## src/rtl/mem_agen_pkg.sv

```systemverilog
// mem_agen_pkg: shared types and constants for the blocked operand
// address generators (write side and the future read / B-operand side).
package mem_agen_pkg;

  // Sequencer state shared by the blocked generators
  typedef enum logic {
    IDLE = 1'b0,
    RUN  = 1'b1
  } agen_state_e;

  // Source layout encoding carried on the mode input
  localparam logic MODE_ROW = 1'b0;
  localparam logic MODE_T   = 1'b1;

endpackage

```

## src/rtl/mem_write_blocked_agen_if.sv

```systemverilog
// mem_write_blocked_agen_if: operand-stream handshake plus the row-bank
// write bus (strobe, shared address, one-hot bank activate).
// Optional build macro MEM_WRITE_DBUF_EN adds the ping-pong bank select.
// The master side is the address generator, the slave side is the
// operand source / bank memories.
interface mem_write_blocked_agen_if #(
  parameter int N1     = 4,
  parameter int ADDR_W = 12
);

  logic              in_valid;
  logic              in_ready;
  logic              wr_en;
  logic [ADDR_W-1:0] wr_addr;
  logic [N1-1:0]     activate;

`ifdef MEM_WRITE_DBUF_EN
  logic              bank;

  modport master (
    input  in_valid,
    output in_ready, wr_en, wr_addr, activate, bank
  );

  modport slave (
    output in_valid,
    input  in_ready, wr_en, wr_addr, activate, bank
  );
`else
  modport master (
    input  in_valid,
    output in_ready, wr_en, wr_addr, activate
  );

  modport slave (
    output in_valid,
    input  in_ready, wr_en, wr_addr, activate
  );
`endif

endinterface

```

## src/rtl/agen_nested_cnt.sv

```systemverilog
// agen_nested_cnt: four nested wrap counters (level 0 innermost).
// Each level counts 0..lim-1 and only advances when every level inside
// it wraps. carry[i] is high when level i wraps on this enable, so
// carry[3] marks the final step of the whole nest. last is a pure state
// decode (all levels at their maxima) independent of en.
// Limits of zero are not meaningful; the instantiating block must
// reject them before enabling the count.
module agen_nested_cnt #(
  parameter int W = 16
) (
  input  logic         clk,
  input  logic         rst,
  input  logic         clr,
  input  logic         en,
  input  logic [W-1:0] lim0,
  input  logic [W-1:0] lim1,
  input  logic [W-1:0] lim2,
  input  logic [W-1:0] lim3,
  output logic [W-1:0] cnt0,
  output logic [W-1:0] cnt1,
  output logic [W-1:0] cnt2,
  output logic [W-1:0] cnt3,
  output logic [3:0]   carry,
  output logic         last
);

  logic [3:0] at_max;

  // Maximum detect per level and the rippled carry chain
  always_comb begin
    at_max[0] = (cnt0 == lim0 - W'(1));
    at_max[1] = (cnt1 == lim1 - W'(1));
    at_max[2] = (cnt2 == lim2 - W'(1));
    at_max[3] = (cnt3 == lim3 - W'(1));
    carry[0]  = en && at_max[0];
    carry[1]  = carry[0] && at_max[1];
    carry[2]  = carry[1] && at_max[2];
    carry[3]  = carry[2] && at_max[3];
    last      = &at_max;
  end

  // Counter registers: clear restarts the nest, en steps the innermost level
  always_ff @(posedge clk) begin
    if (rst || clr) begin
      cnt0 <= '0;
      cnt1 <= '0;
      cnt2 <= '0;
      cnt3 <= '0;
    end else if (en) begin
      cnt0 <= carry[0] ? '0 : cnt0 + W'(1);
      if (carry[0]) begin
        cnt1 <= carry[1] ? '0 : cnt1 + W'(1);
      end
      if (carry[1]) begin
        cnt2 <= carry[2] ? '0 : cnt2 + W'(1);
      end
      if (carry[2]) begin
        cnt3 <= carry[3] ? '0 : cnt3 + W'(1);
      end
    end
  end

endmodule

```

## src/rtl/mem_write_blocked_agen.sv

```systemverilog
// mem_write_blocked_agen: write-address generator for the N1 row-bank
// operand memories of the systolic array.
//
// A start pulse in IDLE latches the matrix geometry and layout mode and
// opens the operand handshake. Every accepted beat produces, one cycle
// later, a write strobe, a shared bank address and a one-hot activate.
// Beats walk col (innermost), row, phase, blk (outermost).
//
// Addresses come from three running accumulators (col, phase, blk terms)
// so no multiplier is needed. The block stride is derived from the column
// term at its maximum plus one column step, which gives BLOCK_WIDTH in
// row-major mode and BLOCK_WIDTH*M1dN1 in transposed mode.
//
// Optional build macro MEM_WRITE_DBUF_EN: adds the bank output, toggled
// at every matrix completion, and substitutes it for the address MSB so
// consecutive matrices land in opposite halves of the memories.
module mem_write_blocked_agen
  import mem_agen_pkg::*;
#(
  parameter int N1           = 4,
  parameter int MATRIXSIZE_W = 16,
  parameter int ADDR_W       = 12
) (
  input  logic                    clk,
  input  logic                    rst,
  input  logic                    start,
  input  logic                    mode,
  input  logic [MATRIXSIZE_W-1:0] M2,
  input  logic [MATRIXSIZE_W-1:0] M1dN1,
  input  logic [MATRIXSIZE_W-1:0] BLOCKS,
  input  logic [MATRIXSIZE_W-1:0] BLOCK_WIDTH,
  output logic                    busy,
  output logic                    done,
  output logic                    cfg_err,
  mem_write_blocked_agen_if.master bus
);

  agen_state_e state;

  logic                    mode_q;
  logic [MATRIXSIZE_W-1:0] m2_q;
  logic [MATRIXSIZE_W-1:0] m1dn1_q;
  logic [MATRIXSIZE_W-1:0] blocks_q;
  logic [MATRIXSIZE_W-1:0] bw_q;

  logic [ADDR_W-1:0] col_acc;
  logic [ADDR_W-1:0] phase_acc;
  logic [ADDR_W-1:0] blk_acc;
  logic [ADDR_W-1:0] stride_col;
  logic [ADDR_W-1:0] stride_phase;
  logic [ADDR_W-1:0] gen_addr;

  logic [MATRIXSIZE_W-1:0] col_cnt;
  logic [MATRIXSIZE_W-1:0] row_cnt;
  logic [MATRIXSIZE_W-1:0] phase_cnt;
  logic [MATRIXSIZE_W-1:0] blk_cnt;
  logic [3:0]              carry;
  logic                    last;

  logic          accept;
  logic          cfg_ok;
  logic          start_ok;
  logic [N1-1:0] act_next;

  // Only the row level drives an output directly; the others exist for
  // their carries, which the accumulators follow.
  logic unused_cnt;
  assign unused_cnt = ^{col_cnt, phase_cnt, blk_cnt};

  assign accept   = bus.in_ready && bus.in_valid;
  assign cfg_ok   = (BLOCK_WIDTH != '0) && (M1dN1 != '0) && (BLOCKS != '0);
  assign start_ok = (state == IDLE) && start && cfg_ok;

  // Per-layout strides of the column and phase accumulators
  always_comb begin
    stride_col   = ADDR_W'(1);
    stride_phase = ADDR_W'(m2_q);
    if (mode_q == MODE_T) begin
      stride_col   = ADDR_W'(m1dn1_q);
      stride_phase = ADDR_W'(1);
    end
  end

  // Address of the beat being accepted this cycle, wrapped by the adder width
  always_comb begin
    gen_addr = col_acc + phase_acc + blk_acc;
  end

  // One-hot bank select decoded from the row counter
  always_comb begin
    act_next = '0;
    for (int i = 0; i < N1; i++) begin
      if (row_cnt == MATRIXSIZE_W'(i)) begin
        act_next[i] = 1'b1;
      end
    end
  end

  agen_nested_cnt #(
    .W (MATRIXSIZE_W)
  ) u_cnt (
    .clk   (clk),
    .rst   (rst),
    .clr   (start_ok),
    .en    (accept),
    .lim0  (bw_q),
    .lim1  (MATRIXSIZE_W'(N1)),
    .lim2  (m1dn1_q),
    .lim3  (blocks_q),
    .cnt0  (col_cnt),
    .cnt1  (row_cnt),
    .cnt2  (phase_cnt),
    .cnt3  (blk_cnt),
    .carry (carry),
    .last  (last)
  );

`ifdef MEM_WRITE_DBUF_EN
  // The bank bit takes the place of the generated MSB.
  logic unused_addr_msb;
  assign unused_addr_msb = gen_addr[ADDR_W-1];
`endif

  // Sequencer, configuration latch, address accumulators and all
  // registered outputs
  always_ff @(posedge clk) begin
    if (rst) begin
      state        <= IDLE;
      bus.in_ready <= 1'b0;
      bus.wr_en    <= 1'b0;
      bus.wr_addr  <= '0;
      bus.activate <= '0;
      busy         <= 1'b0;
      done         <= 1'b0;
      cfg_err      <= 1'b0;
      mode_q       <= MODE_ROW;
      m2_q         <= '0;
      m1dn1_q      <= '0;
      blocks_q     <= '0;
      bw_q         <= '0;
      col_acc      <= '0;
      phase_acc    <= '0;
      blk_acc      <= '0;
`ifdef MEM_WRITE_DBUF_EN
      bus.bank     <= 1'b0;
`endif
    end else begin
      bus.wr_en <= 1'b0;
      done      <= 1'b0;
      cfg_err   <= 1'b0;

      case (state)
        IDLE: begin
          if (start) begin
            if (!cfg_ok) begin
              cfg_err <= 1'b1;
            end else begin
              mode_q       <= mode;
              m2_q         <= M2;
              m1dn1_q      <= M1dN1;
              blocks_q     <= BLOCKS;
              bw_q         <= BLOCK_WIDTH;
              col_acc      <= '0;
              phase_acc    <= '0;
              blk_acc      <= '0;
              state        <= RUN;
              bus.in_ready <= 1'b1;
              busy         <= 1'b1;
            end
          end
        end

        RUN: begin
          if (accept) begin
            bus.wr_en    <= 1'b1;
`ifdef MEM_WRITE_DBUF_EN
            bus.wr_addr  <= {bus.bank, gen_addr[ADDR_W-2:0]};
`else
            bus.wr_addr  <= gen_addr;
`endif
            bus.activate <= act_next;

            col_acc <= carry[0] ? '0 : col_acc + stride_col;

            if (carry[2]) begin
              phase_acc <= '0;
            end else if (carry[1]) begin
              phase_acc <= phase_acc + stride_phase;
            end

            if (carry[3]) begin
              blk_acc <= '0;
            end else if (carry[2]) begin
              blk_acc <= blk_acc + col_acc + stride_col;
            end

            if (last) begin
              state        <= IDLE;
              bus.in_ready <= 1'b0;
              busy         <= 1'b0;
              done         <= 1'b1;
`ifdef MEM_WRITE_DBUF_EN
              bus.bank     <= ~bus.bank;
`endif
            end
          end
        end

        default: begin
          state <= IDLE;
        end
      endcase
    end
  end

endmodule

```

## src/flat_wrapper.sv

```systemverilog
// flat-port wrapper written by rule: the top's interface ports become plain ports
module mem_write_blocked_agen_flat import mem_agen_pkg::*;
#(
  parameter int N1           = 4,
  parameter int MATRIXSIZE_W = 16,
  parameter int ADDR_W       = 12
)
  (clk, rst, start, mode, M2, M1dN1, BLOCKS, BLOCK_WIDTH, busy, done, cfg_err, bus_in_valid, bus_in_ready, bus_wr_en, bus_wr_addr, bus_activate);
  mem_write_blocked_agen_if #(.N1(N1), .ADDR_W(ADDR_W)) bus_i ();
  input  logic clk;
  input  logic rst;
  input  logic start;
  input  logic mode;
  input  logic [MATRIXSIZE_W-1:0] M2;
  input  logic [MATRIXSIZE_W-1:0] M1dN1;
  input  logic [MATRIXSIZE_W-1:0] BLOCKS;
  input  logic [MATRIXSIZE_W-1:0] BLOCK_WIDTH;
  output logic busy;
  output logic done;
  output logic cfg_err;
  input wire logic [$bits(bus_i.in_valid)-1:0] bus_in_valid;
  output wire logic [$bits(bus_i.in_ready)-1:0] bus_in_ready;
  output wire logic [$bits(bus_i.wr_en)-1:0] bus_wr_en;
  output wire logic [$bits(bus_i.wr_addr)-1:0] bus_wr_addr;
  output wire logic [$bits(bus_i.activate)-1:0] bus_activate;
  assign bus_i.in_valid = bus_in_valid;
  assign bus_in_ready = bus_i.in_ready;
  assign bus_wr_en = bus_i.wr_en;
  assign bus_wr_addr = bus_i.wr_addr;
  assign bus_activate = bus_i.activate;
  mem_write_blocked_agen #(.N1(N1), .MATRIXSIZE_W(MATRIXSIZE_W), .ADDR_W(ADDR_W)) u_core (.clk(clk), .rst(rst), .start(start), .mode(mode), .M2(M2), .M1dN1(M1dN1), .BLOCKS(BLOCKS), .BLOCK_WIDTH(BLOCK_WIDTH), .busy(busy), .done(done), .cfg_err(cfg_err), .bus(bus_i));
endmodule
```

## config.mk

```make
export PLATFORM = sky130hd
export DESIGN_NAME = mem_write_blocked_agen_flat
export DESIGN_NICKNAME = d
export VERILOG_FILES = /design/src/rtl/mem_agen_pkg.sv /design/src/rtl/mem_write_blocked_agen_if.sv /design/src/rtl/agen_nested_cnt.sv /design/src/rtl/mem_write_blocked_agen.sv /design/src/flat_wrapper.sv
export SDC_FILE = /design/constraint.sdc
export NUM_CORES = 1
export LEC_CHECK = 0
export BUFFER_PORTS_ARGS = -buffer_cell sky130_fd_sc_hd__buf_2
export CORE_ASPECT_RATIO = 1.4
export CORE_MARGIN = 2
export CORE_UTILIZATION = 39
export CTS_CLUSTER_SIZE = 24
export DETAILED_ROUTE_END_ITERATION = 8
export GPL_TIMING_DRIVEN = 0
export MAX_ROUTING_LAYER = met4
export PLACE_DENSITY = 0.59
export SLEW_MARGIN = 30
export SYNTH_ARGS = -nofsm -noshare
export SYNTH_HDL_FRONTEND = slang
export SYNTH_SLANG_ARGS = --single-unit
```

## constraint.sdc

```tcl
create_clock -name clk -period 4.9 [get_ports clk]
set_clock_uncertainty 0.15 [all_clocks]
set_input_delay 0.735 -clock clk [delete_from_list [all_inputs] [get_ports clk]]
set_output_delay 0.735 -clock clk [all_outputs]
set_load 0.005 [all_outputs]
```

[Yosys cells after proc, flatten, opt, wreduce, memory -nomap -nowiden]
Index checks and enable logic that the tools add are counted.
Operators by class
  $add $sub $neg: 13
  eq/ne operators: 12
  multiplexer cells: 36
  bitwise logic cells: 3
  reduce and logical (&&, ||, !) cells: 27
Operators with widths (number)
  12-bit 2-to-1 mux: 12
  12-bit adder: 6
  12-bit case mux with 2 select lines: 3
  16-bit by 1-bit adder with 16-bit output (second input constant): 4
  16-bit 2-to-1 mux: 4
  16-bit equality test: 3
  16-bit nonzero test: 3
  16-bit by 1-bit subtractor with 16-bit output (second input constant): 3
  16-bit by 2-bit equality test with 1-bit output (second input constant): 2
  16-bit by 1-bit equality test with 1-bit output (second input constant): 1
  16-bit zero test: 1
  4-bit AND reduction: 4
  1-bit 2-to-1 mux: 15
  1-bit logical AND: 9
  2-bit AND reduction: 4
  2-bit inequality test (second input constant): 3
  3-bit inequality test (second input constant): 2
  3-bit AND reduction: 2
  3-bit OR reduction: 2
  1-bit case mux with 2 select lines: 2
  1-bit inverter: 3
  2-bit by 1-bit inequality test with 1-bit output (second input constant): 1
  2-bit OR reduction: 1
  1-bit logical OR: 1
Word-level totals
  flip-flop bits (word level): 182
  output and inout bits: 21
  logic and storage cells: 110

[Depth between registers and ports, before layout]
Gate-level depths: netlist of run 1.
  word-level depth: 9
  gate-level depth with buffers: 17
  mapped depth without buffers: 16

[By module]
A second synthesis of run 1 with hierarchy kept.
Second synthesis, totals
  cell total of the unflattened synthesis: 1484
  area total of the unflattened synthesis: 11937.7 um2
Modules (own cells, without submodules)
  mem_write_blocked_agen: times used 1, cells an instance 776, area each 6665.1 um2, sequential area each 2362.3 um2
  agen_nested_cnt: times used 1, cells an instance 708, area each 5272.6 um2, sequential area each 1281.2 um2

[Worst setup path before layout of run 1]
Ideal clock, no wire load.
  kind: flip-flop to flip-flop
  start: register u_core.mode_q
  end: register u_core.blk_acc[11]
  setup time: 117 ps
  data arrival time: 3250 ps
  setup slack: 1383 ps
  cell stages (with the launch flop): 15
  buffers on the path: 1
  clock period less this slack: 3517 ps
  cell sequence: dfxtp_1 > clkbuf_1 > and2_1 > fa_1 > ha_1 > fa_1 > a21o_1 > a21oi_1 > o211ai_1 > a21o_1 > a21oi_1 > o21bai_1 > a21oi_1 > xnor2_1 > a22o_1
Between the ends
  longest elaborated chain between the ends: 6
Ends and longest elaborated chain
  from (decl): line mem_write_blocked_agen.sv:40  | logic mode_q;
  from (signal assigned): line mem_write_blocked_agen.sv:158  | mode_q <= mode;
  12-bit 2-to-1 mux: line mem_write_blocked_agen.sv:78  | if (mode_q == MODE_T) begin
  12-bit adder: line mem_write_blocked_agen.sv:194  | blk_acc <= blk_acc + col_acc + stride_col;
  12-bit 2-to-1 mux: line mem_write_blocked_agen.sv:193  | end else if (carry[2]) begin
  12-bit 2-to-1 mux: line mem_write_blocked_agen.sv:191  | if (carry[3]) begin
  12-bit 2-to-1 mux: line mem_write_blocked_agen.sv:174  | if (accept) begin
  12-bit case mux with 2 select lines: line mem_write_blocked_agen.sv:152  | case (state)
  to (signal assigned): line mem_write_blocked_agen.sv:194
  to (decl): line mem_write_blocked_agen.sv:48  | logic [ADDR_W-1:0] blk_acc;
Every way passes these cells. The select of a mux whose other input is x is not followed.
A chain may end at the register's enable or synchronous reset.

[Worst setup path after layout of run 1]
  start: register u_core.m1dn1_q[0]
  end: register u_core.blk_acc[11]
Between the ends
  longest elaborated chain between the ends: 7
  elaborated cells between the ends (all ways): 12
  classes of those cells: add/sub (2); eq/ne (2); mux (5); reduce/logical (3)
Ends and longest elaborated chain
  from (decl): line mem_write_blocked_agen.sv:42  | logic [MATRIXSIZE_W-1:0] m1dn1_q;
  from (signal assigned): line mem_write_blocked_agen.sv:160  | m1dn1_q <= M1dN1;
  16-bit by 1-bit subtractor with 16-bit output: line agen_nested_cnt.sv:33  | at_max[2] = (cnt2 == lim2 - W'(1));
  16-bit equality test: line agen_nested_cnt.sv:33
  1-bit logical AND: line agen_nested_cnt.sv:37  | carry[2] = carry[1] && at_max[2];
  1-bit logical AND: line agen_nested_cnt.sv:38  | carry[3] = carry[2] && at_max[3];
  12-bit 2-to-1 mux: line mem_write_blocked_agen.sv:191
  12-bit 2-to-1 mux: line mem_write_blocked_agen.sv:174
  12-bit case mux with 2 select lines: line mem_write_blocked_agen.sv:152
Parallel ways exist; a longest one is shown, timed or not. The select of a mux whose other input is x is not followed.

==> run_results.csv, run 1 <==
group,metric,value,unit
worst_hold_path,hold_class,"flip-flop to flip-flop",
synthesis,synth_flop_cell,"dfxtp_1",
floorplan,die-height,205,um
clock_network,cts_buffer_depth,2,
power_and_ir_drop,power.internal,2.46,mW
floorplan,start_util,39.6,%
timing,setup_viol,0,
route,drtIter0Drc,401,
layout,num-fill-cells,2898,
layout,flow.area_growth_from_synthesis,13.4,%
power_and_ir_drop,combinationalPowerShare,13.2,%
timing,min_period_over_period,84.9,%
route,viasPerCell,5.33,
timing,maxSlewViolCount,0,
clock_network,cts_inserted_buffers,17,
power_and_ir_drop,net_switching_power_figure,1.01,mW
route,route.vias.total,9944,
synthesis,number_of_warnings_reported_in_the_yosys_synthesis_log,0,
layout,final-seq-area,0.00364,mm2
clock_network,clk_pin_slew,0.07,ns
clock_network,post_cts_resize_count,0,
flow_run,max_cap_viol_count,0,
global_route,grt_pass1_wl,49900,um
power_and_ir_drop,seq_power_share,44.8,%
synthesis,synth.net_count,1520,
place,buffer_ports.inserted,85,
critical_path,worst_setup_path_end_kind,"flip-flop",
synthesis,avgSynthCellArea,8.17,um2
place,place_hpwl,24400,um
clock_network,root_buffer,"clkbuf_16",
layout,num-nets-final,1624,
global_route,global_route.overflow_total,0,
place,routabilityCongestion,0.877,
power_and_ir_drop,report.power.total,3.47,mW
timing,timing.fmax,240,MHz
synthesis,syn_area,0.0112,mm2
timing,fin_crit,4.16,ns
timing,hold_viol,0,
clock_network,cts-hold-fix-buffers,0,
route,drt_wl_total,31200,um
global_route,number_of_antenna_violations_at_the_first_check_in_global_routing,1,
synthesis,yosysTopAreaCellShare,32.5,%
power_and_ir_drop,p_clk_share,42.0,%
floorplan,num_rows,73,
critical_path,timing.critical_path.required,5.14,ns
route,wl_per_cell,16.7,um
power_and_ir_drop,max-vdd-ir-drop,0.211,mV
timing,max_slew_margin,34.9,%
synthesis,library_cell_occupying_the_most_area_in_the_post_synthesis_netlist,"dfxtp_1",
critical_path,crit_type,"flip-flop to flip-flop",
power_and_ir_drop,p_leak,4.99,nW
timing,worst_pin_slew,0.972,ns
critical_path,crit_arrival,4.40,ns
floorplan,die_x,147,um
layout,post_route_cells_drive_above_1_share,11.3,%
clock_network,cts_tree,"built",
synthesis,async_reset_ff_share,0,%
layout,multi_input_area,0.00713,mm2
synthesis,synth_top_cells_by_count,"nand2_1 (218), dfxtp_1 (182), a21oi_1 (135)",
synthesis,synth.lib_cells_used.distinct,77,
timing,unrepaired_setup_endpoints_after_global_routing,"false",
global_route,grt_pass1_vias,9577,
place,placedInstanceArea,0.0121,mm2
power_and_ir_drop,power_density,273,mW/mm2
synthesis,synthMostInstantiatedCell,"nand2_1",
clock_network,htree_num_levels,4,
route,detail_route.first_pass.iterations,5,
clock_network,clkSinkCount,182,
power_and_ir_drop,power_switching_share,29.1,%
route,ant_nets,0,
global_route,globalRouteTotalUtil,21.6,%
clock_network,post_cts_buffers,0,
critical_path,worstPathMaxFanout,10,
outcome,status,"finished clean",
floorplan,dieArea,0.0301,mm2
layout,fin_area,0.0127,mm2
synthesis,synth.yosys.seq_area_share,32.5,%
clock_network,worst_skew_pair_latency,0.45,ns
floorplan,fp.coreArea,0.0283,mm2
critical_path,timing.critical_path.from_type,"flip-flop",
floorplan,design.portCount,90,
synthesis,syn-instance-count,1373,
synthesis,yosys_register_bits,182,
global_route,pin_count_of_the_biggest_net_entering_global_routing,19,
timing,setup_tns,0,ns
synthesis,synth_enable_flop_cells,0,
synthesis,synthTopCellsByArea,"dfxtp_1 (32%), xnor2_1 (7.6%), nand2_1 (7.3%)",
route,drt_drc_violations_left,0,
final timing paths:
path | start | endpoint | slack (ns) | cells past startpoint
max | u_core.m1dn1_q[0] | u_core.blk_acc[11] | 0.74 | 14
min | u_core.m2_q[5] | u_core.m2_q[5] | 0.30 | 2
max reg2reg | u_core.m1dn1_q[0] | u_core.blk_acc[11] | 0.74 | 14
min reg2reg | u_core.m2_q[5] | u_core.m2_q[5] | 0.30 | 2
area by class of cell:
| type | count | share of cell area (%) |
|---|---|---|
| Multi-Input combinational cell | 1083 | 56.1 |
| Antenna cell | 1 | 0.0197 |
| Clock buffer | 17 | 3.34 |
| Inverter | 42 | 1.24 |
| Clock inverter | 15 | 1.46 |
| Sequential cell | 182 | 28.6 |
| Tap cell | 375 | 3.69 |
| Buffer | 66 | 2.18 |
| Timing Repair Buffer | 85 | 3.34 |
stage by stage:
| step | utilization (%) | instances | setup WS [ns] | hold WS (ns) |
|---|---|---|---|---|
| final | 44.9 | 1866 | 0.740 | 0.302 |
| after global routing | 44.9 | 1866 | 0.529 | 0.317 |
| after CTS | 44.9 | 1865 | 0.773 | 0.306 |
| after detailed placement | 42.8 | 1833 | 0.790 | 0.294 |
| after global placement | 42.8 | 1833 | 0.816 | 0.289 |
| after floorplan | - | 1373 | 1.38 | 0.275 |
logic make-up after synthesis:
| group | count (synthesis) | share of synthesized area [%] |
|---|---|---|
| AO/OA/AOI/OAI | 258 | 14.2 |
| XOR/XNOR | 147 | 11.5 |
| adder cells (fa/ha/maj) | 78 | 10.4 |
| buffers and inverters | 108 | 3.88 |
| flip-flops | 182 | 32.5 |
| multiplexers | 4 | 0.368 |
| AND/OR/NAND/NOR | 596 | 27.1 |
flip-flops by register name, indices dropped and copies added (netlist names):
register             count
u_core.u_cnt.cnt1       16
u_core.bus.wr_en         1
u_core.blocks_q         16
u_core.done              1
u_core.bw_q             16
u_core.blk_acc          12
u_core.u_cnt.cnt0       16
u_core.m2_q             12
u_core.bus.wr_addr      12
u_core.phase_acc        12
u_core.mode_q            1
u_core.state             1
u_core.col_acc          12
u_core.busy              1
u_core.u_cnt.cnt3       16
u_core.m1dn1_q          16
u_core.cfg_err           1
u_core.u_cnt.cnt2       16
u_core.bus.activate      4
layer usage:
layer	wire, um	share of wire [%]	global-route usage [%]
met1	12900	41	23.3
met4	937	3.0	8.00
met2	16500	53	40.2
met5	0	0	-
met3	869	2.8	2.67
critical path, stage by stage (launching register included):
cell and delay (ns):
dfxtp_1 0.30, clkbuf_1 0.17, inv_1 0.13, ha_1 0.15, clkbuf_1 0.33, or4b_1 0.53
xor2_1 0.18, nor4_1 0.31, o221ai_1 0.22, a211oi_2 0.33, and3_1 0.35, nand4b_1 0.28
nor2_1 0.22, buf_2 0.27, a22o_1 0.17
cells in the final DEF (no fill, tap or decap), types with 16 or more instances in the layout:
master | Yosys | layout
dfxtp_1 | 182 | 182
buf_2 | 12 | 97
nor4_1 | 33 | 33
xor2_1 | 50 | 50
a21oi_1 | 135 | 135
nor2b_1 | 16 | 16
o21ai_0 | 24 | 24
fa_1 | 26 | 26
nor2_1 | 115 | 115
xnor2_1 | 97 | 97
nand3_1 | 40 | 40
inv_1 | 42 | 42
ha_1 | 52 | 52
clkbuf_1 | 48 | 48
nand4_1 | 22 | 22
clkbuf_16 | 0 | 17
nand2_1 | 218 | 218
and3_1 | 16 | 16
nor3_1 | 34 | 34
power by group through the flow:
| stage | Clock [mW] | Sequential, mW | Combinational, mW |
|---|---|---|---|
| finish | 1.46 | 1.55 | 0.459 |
| detailed placement | 0 | 1.59 | 0.458 |
| global placement | 0 | 1.59 | 0.453 |
| CTS | 1.49 | 1.55 | 0.461 |
| floorplan | 0 | 1.58 | 0.323 |
| global route | 1.55 | 1.56 | 0.508 |
(Power assumes the default switching activity.)
==> run 2: changes to the inputs <==
- ABC_AREA: default -> 1
- clock period: 4.9 -> 4.11 ns (I/O delays scaled with it)
==> run_results.csv, run 2 <==
group,metric,value,unit
timing,min_period_over_period,86.5,%
synthesis,synth_flop_cell,"dfxtp_1",
critical_path,crit_chain,"clkbuf_1 -> nand2_1 -> inv_1 -> fa_1 -> ha_1 -> fa_1 -> a21oi_1 -> o21ai_0 -> nand2_1 -> nand2_1 -> a21oi_1 -> xnor2_1 -> a21oi_1 -> nor2_1",
power_and_ir_drop,max-vdd-ir-drop,0.279,mV
place,place_hpwl,31300,um
floorplan,die_x,155,um
route,drt_wl_total,38500,um
layout,post_route_cells_drive_above_1_share,8.83,%
critical_path,cp_num_buf_inv,2,
timing,timing.fmax,281,MHz
critical_path,worst_setup_path_end_kind,"flip-flop",
critical_path,cells_on_worst_reg2reg_path,14,
clock_network,cts_inserted_buffers,17,
timing,hold_viol,0,
layout,num-nets-final,2138,
synthesis,synthMostInstantiatedCell,"nand2_1",
layout,final-instance-count-excl-fill,2399,
timing,unrepaired_setup_endpoints_after_global_routing,"false",
synthesis,synth_top_cells_by_count,"nand2_1 (456), nor2_1 (241), inv_1 (205)",
critical_path,regToRegStartpoint,"u_core.mode_q",
layout,highest_count_cells_in_the_layout_ignoring_fill_and_taps,"nand2_1 (456), nor2_1 (241), inv_1 (205), dfxtp_1 (182), a21oi_1 (150)",
route,wl_per_cell,16.1,um
layout,antenna_cells,0,
critical_path,timing.critical_path.from_type,"flip-flop",
clock_network,worst_skew_pair_latency,0.47,ns
floorplan,dieArea,0.0332,mm2
global_route,grt_pass1_wl,60300,um
route,route.vias.total,12450,
timing,fin_hold_ws,0.269,ns
clock_network,clk_pin_slew,0.08,ns
floorplan,num_rows,77,
timing,worst_pin_slew,0.757,ns
timing,setup_tns,0,ns
global_route,globalRouteTotalUtil,24.0,%
synthesis,async_reset_ff_share,0,%
critical_path,critical_path.max_stage_delay,0.48,ns
outcome,status,"finished clean",
power_and_ir_drop,report.power.total,4.61,mW
floorplan,design.portCount,90,
critical_path,timing.critical_path.required,4.37,ns
floorplan,fp.coreArea,0.0314,mm2
clock_network,cts_tree,"built",
flow_run,max_cap_viol_count,0,
synthesis,avgSynthCellArea,6.57,um2
place,buffer_ports.inserted,85,
critical_path,crit_cells,14,
critical_path,crit_type,"flip-flop to flip-flop",
clock_network,post_cts_resize_count,0,
critical_path,crit_slowest_cell,"dfxtp_1",
clock_network,cts_buffer_depth,2,
timing,fin_crit,3.55,ns
route,drt_drc_violations_left,0,
power_and_ir_drop,p_leak,6.25,nW
synthesis,yosysTopAreaCellShare,29.4,%
synthesis,synth.lib_cells_used.distinct,47,
synthesis,synth.net_count,2034,
clock_network,cts-hold-fix-buffers,0,
global_route,number_of_antenna_violations_at_the_first_check_in_global_routing,0,
critical_path,worstPathMaxFanout,10,
floorplan,die-height,215,um
clock_network,post_cts_buffers,0,
layout,final_common_cell,"nand2_1",
layout,util_after_layout,44.3,%
layout,fin_area,0.0139,mm2
synthesis,synth_enable_flop_cells,0,
global_route,grt_pass1_vias,11989,
critical_path,crit_arrival,3.81,ns
synthesis,number_of_warnings_reported_in_the_yosys_synthesis_log,0,
synthesis,synth.yosys.seq_area_share,29.4,%
layout,flow.area_growth_from_synthesis,12.2,%
critical_path,worstSetupStartpoint,"u_core.mode_q",
layout,num-fill-cells,3362,
clock_network,root_buffer,"clkbuf_16",
timing,maxSlewViolCount,0,
clock_network,clkSinkCount,182,
place,placedInstanceArea,0.0133,mm2
place,placed_cells,2367,
timing,setup_viol,0,
clock_network,htree_num_levels,4,
synthesis,syn_area,0.0124,mm2
route,viasPerCell,5.19,
global_route,pin_count_of_the_biggest_net_entering_global_routing,18,
route,drtIter0Drc,699,
power_and_ir_drop,power_density,331,mW/mm2
timing,max_slew_margin,49.5,%
route,ant_nets,0,
worst_hold_path,number_of_cells_on_the_worst_hold_path,3,
timing,final.setup.worst_slack,0.556,ns
synthesis,syn-instance-count,1887,
global_route,global_route.overflow_total,0,
place,routabilityCongestion,0.921,
critical_path,critical_path.top_delay_family,"adder cells",
synthesis,yosys_register_bits,182,
worst_hold_path,hold_class,"input port to flip-flop",
floorplan,start_util,39.5,%
synthesis,library_cell_occupying_the_most_area_in_the_post_synthesis_netlist,"dfxtp_1",
route,detail_route.first_pass.iterations,7,
place,place_ws,-0.0333,ns
synthesis,synthTopCellsByArea,"dfxtp_1 (29%), nand2_1 (14%), nor2_1 (7.3%)",
worst_hold_path,timing.hold.worst.start,"BLOCKS[12]",
## run 2: logic make-up (layout without fill, tap and decap cells)
| family | count (synthesis) | in the layout | synth area share (%) |
|---|---|---|---|
| DFF | 182 | 182 | 29.4 |
| buffers and inverters | 256 | 373 | 7.95 |
| xor gates and xnor gates | 79 | 79 | 5.58 |
| adders and majority gates | 78 | 78 | 9.45 |
| AOI/OAI and AO/OA | 294 | 294 | 12.3 |
| and+or+nand+nor | 998 | 998 | 35.3 |
## run 2: per-layer routing
metal  routed length (um)  vias to the layer above  track usage, %
li1                     -                     6378               -
met1                15600                     5720            25.7
met2                19700                      262            43.1
met3                 1390                       90            2.98
met4                 1890                        0            12.6
met5                    0                        -               -
## run 2: cell type report
class	count	area, um2	area share, %
inverters	215	808	5.81
clock buffers	18	429	3.09
well taps	395	494	3.55
repair buffers	85	425	3.06
plain buffers	41	176	1.27
flip-flops and latches	182	3640	26.2
multi-input cells	1449	7760	55.8
clock inverters	14	169	1.21
## run 2: final timing paths
kind                               to  slack (ns)
setup reg to reg   u_core.blk_acc[11]        0.56
hold / removal    u_core.blocks_q[12]        0.27
hold reg to reg        u_core.m2_q[7]        0.31
setup / recovery   u_core.blk_acc[11]        0.56
## run 2: worst register-to-register path, delay by kind of cell, from the launching register on
kind / cells / cell delay [ns]
adders and majority gates: 3 / 1.12
and+or+nand+nor: 4 / 0.40
xor gates and xnor gates: 1 / 0.14
buffers and inverters: 2 / 0.56
AOI/OAI and AO/OA: 4 / 0.65
DFF: 1 / 0.48
## run 2: where the power goes
| group | internal [mW] | switching [mW] | total (mW) |
|---|---|---|---|
| Clock | 0.916 | 0.814 | 1.73 |
| Combinational | 0.325 | 0.643 | 0.969 |
| Sequential | 1.83 | 0.0797 | 1.91 |
| Total | 3.07 | 1.54 | 4.61 |
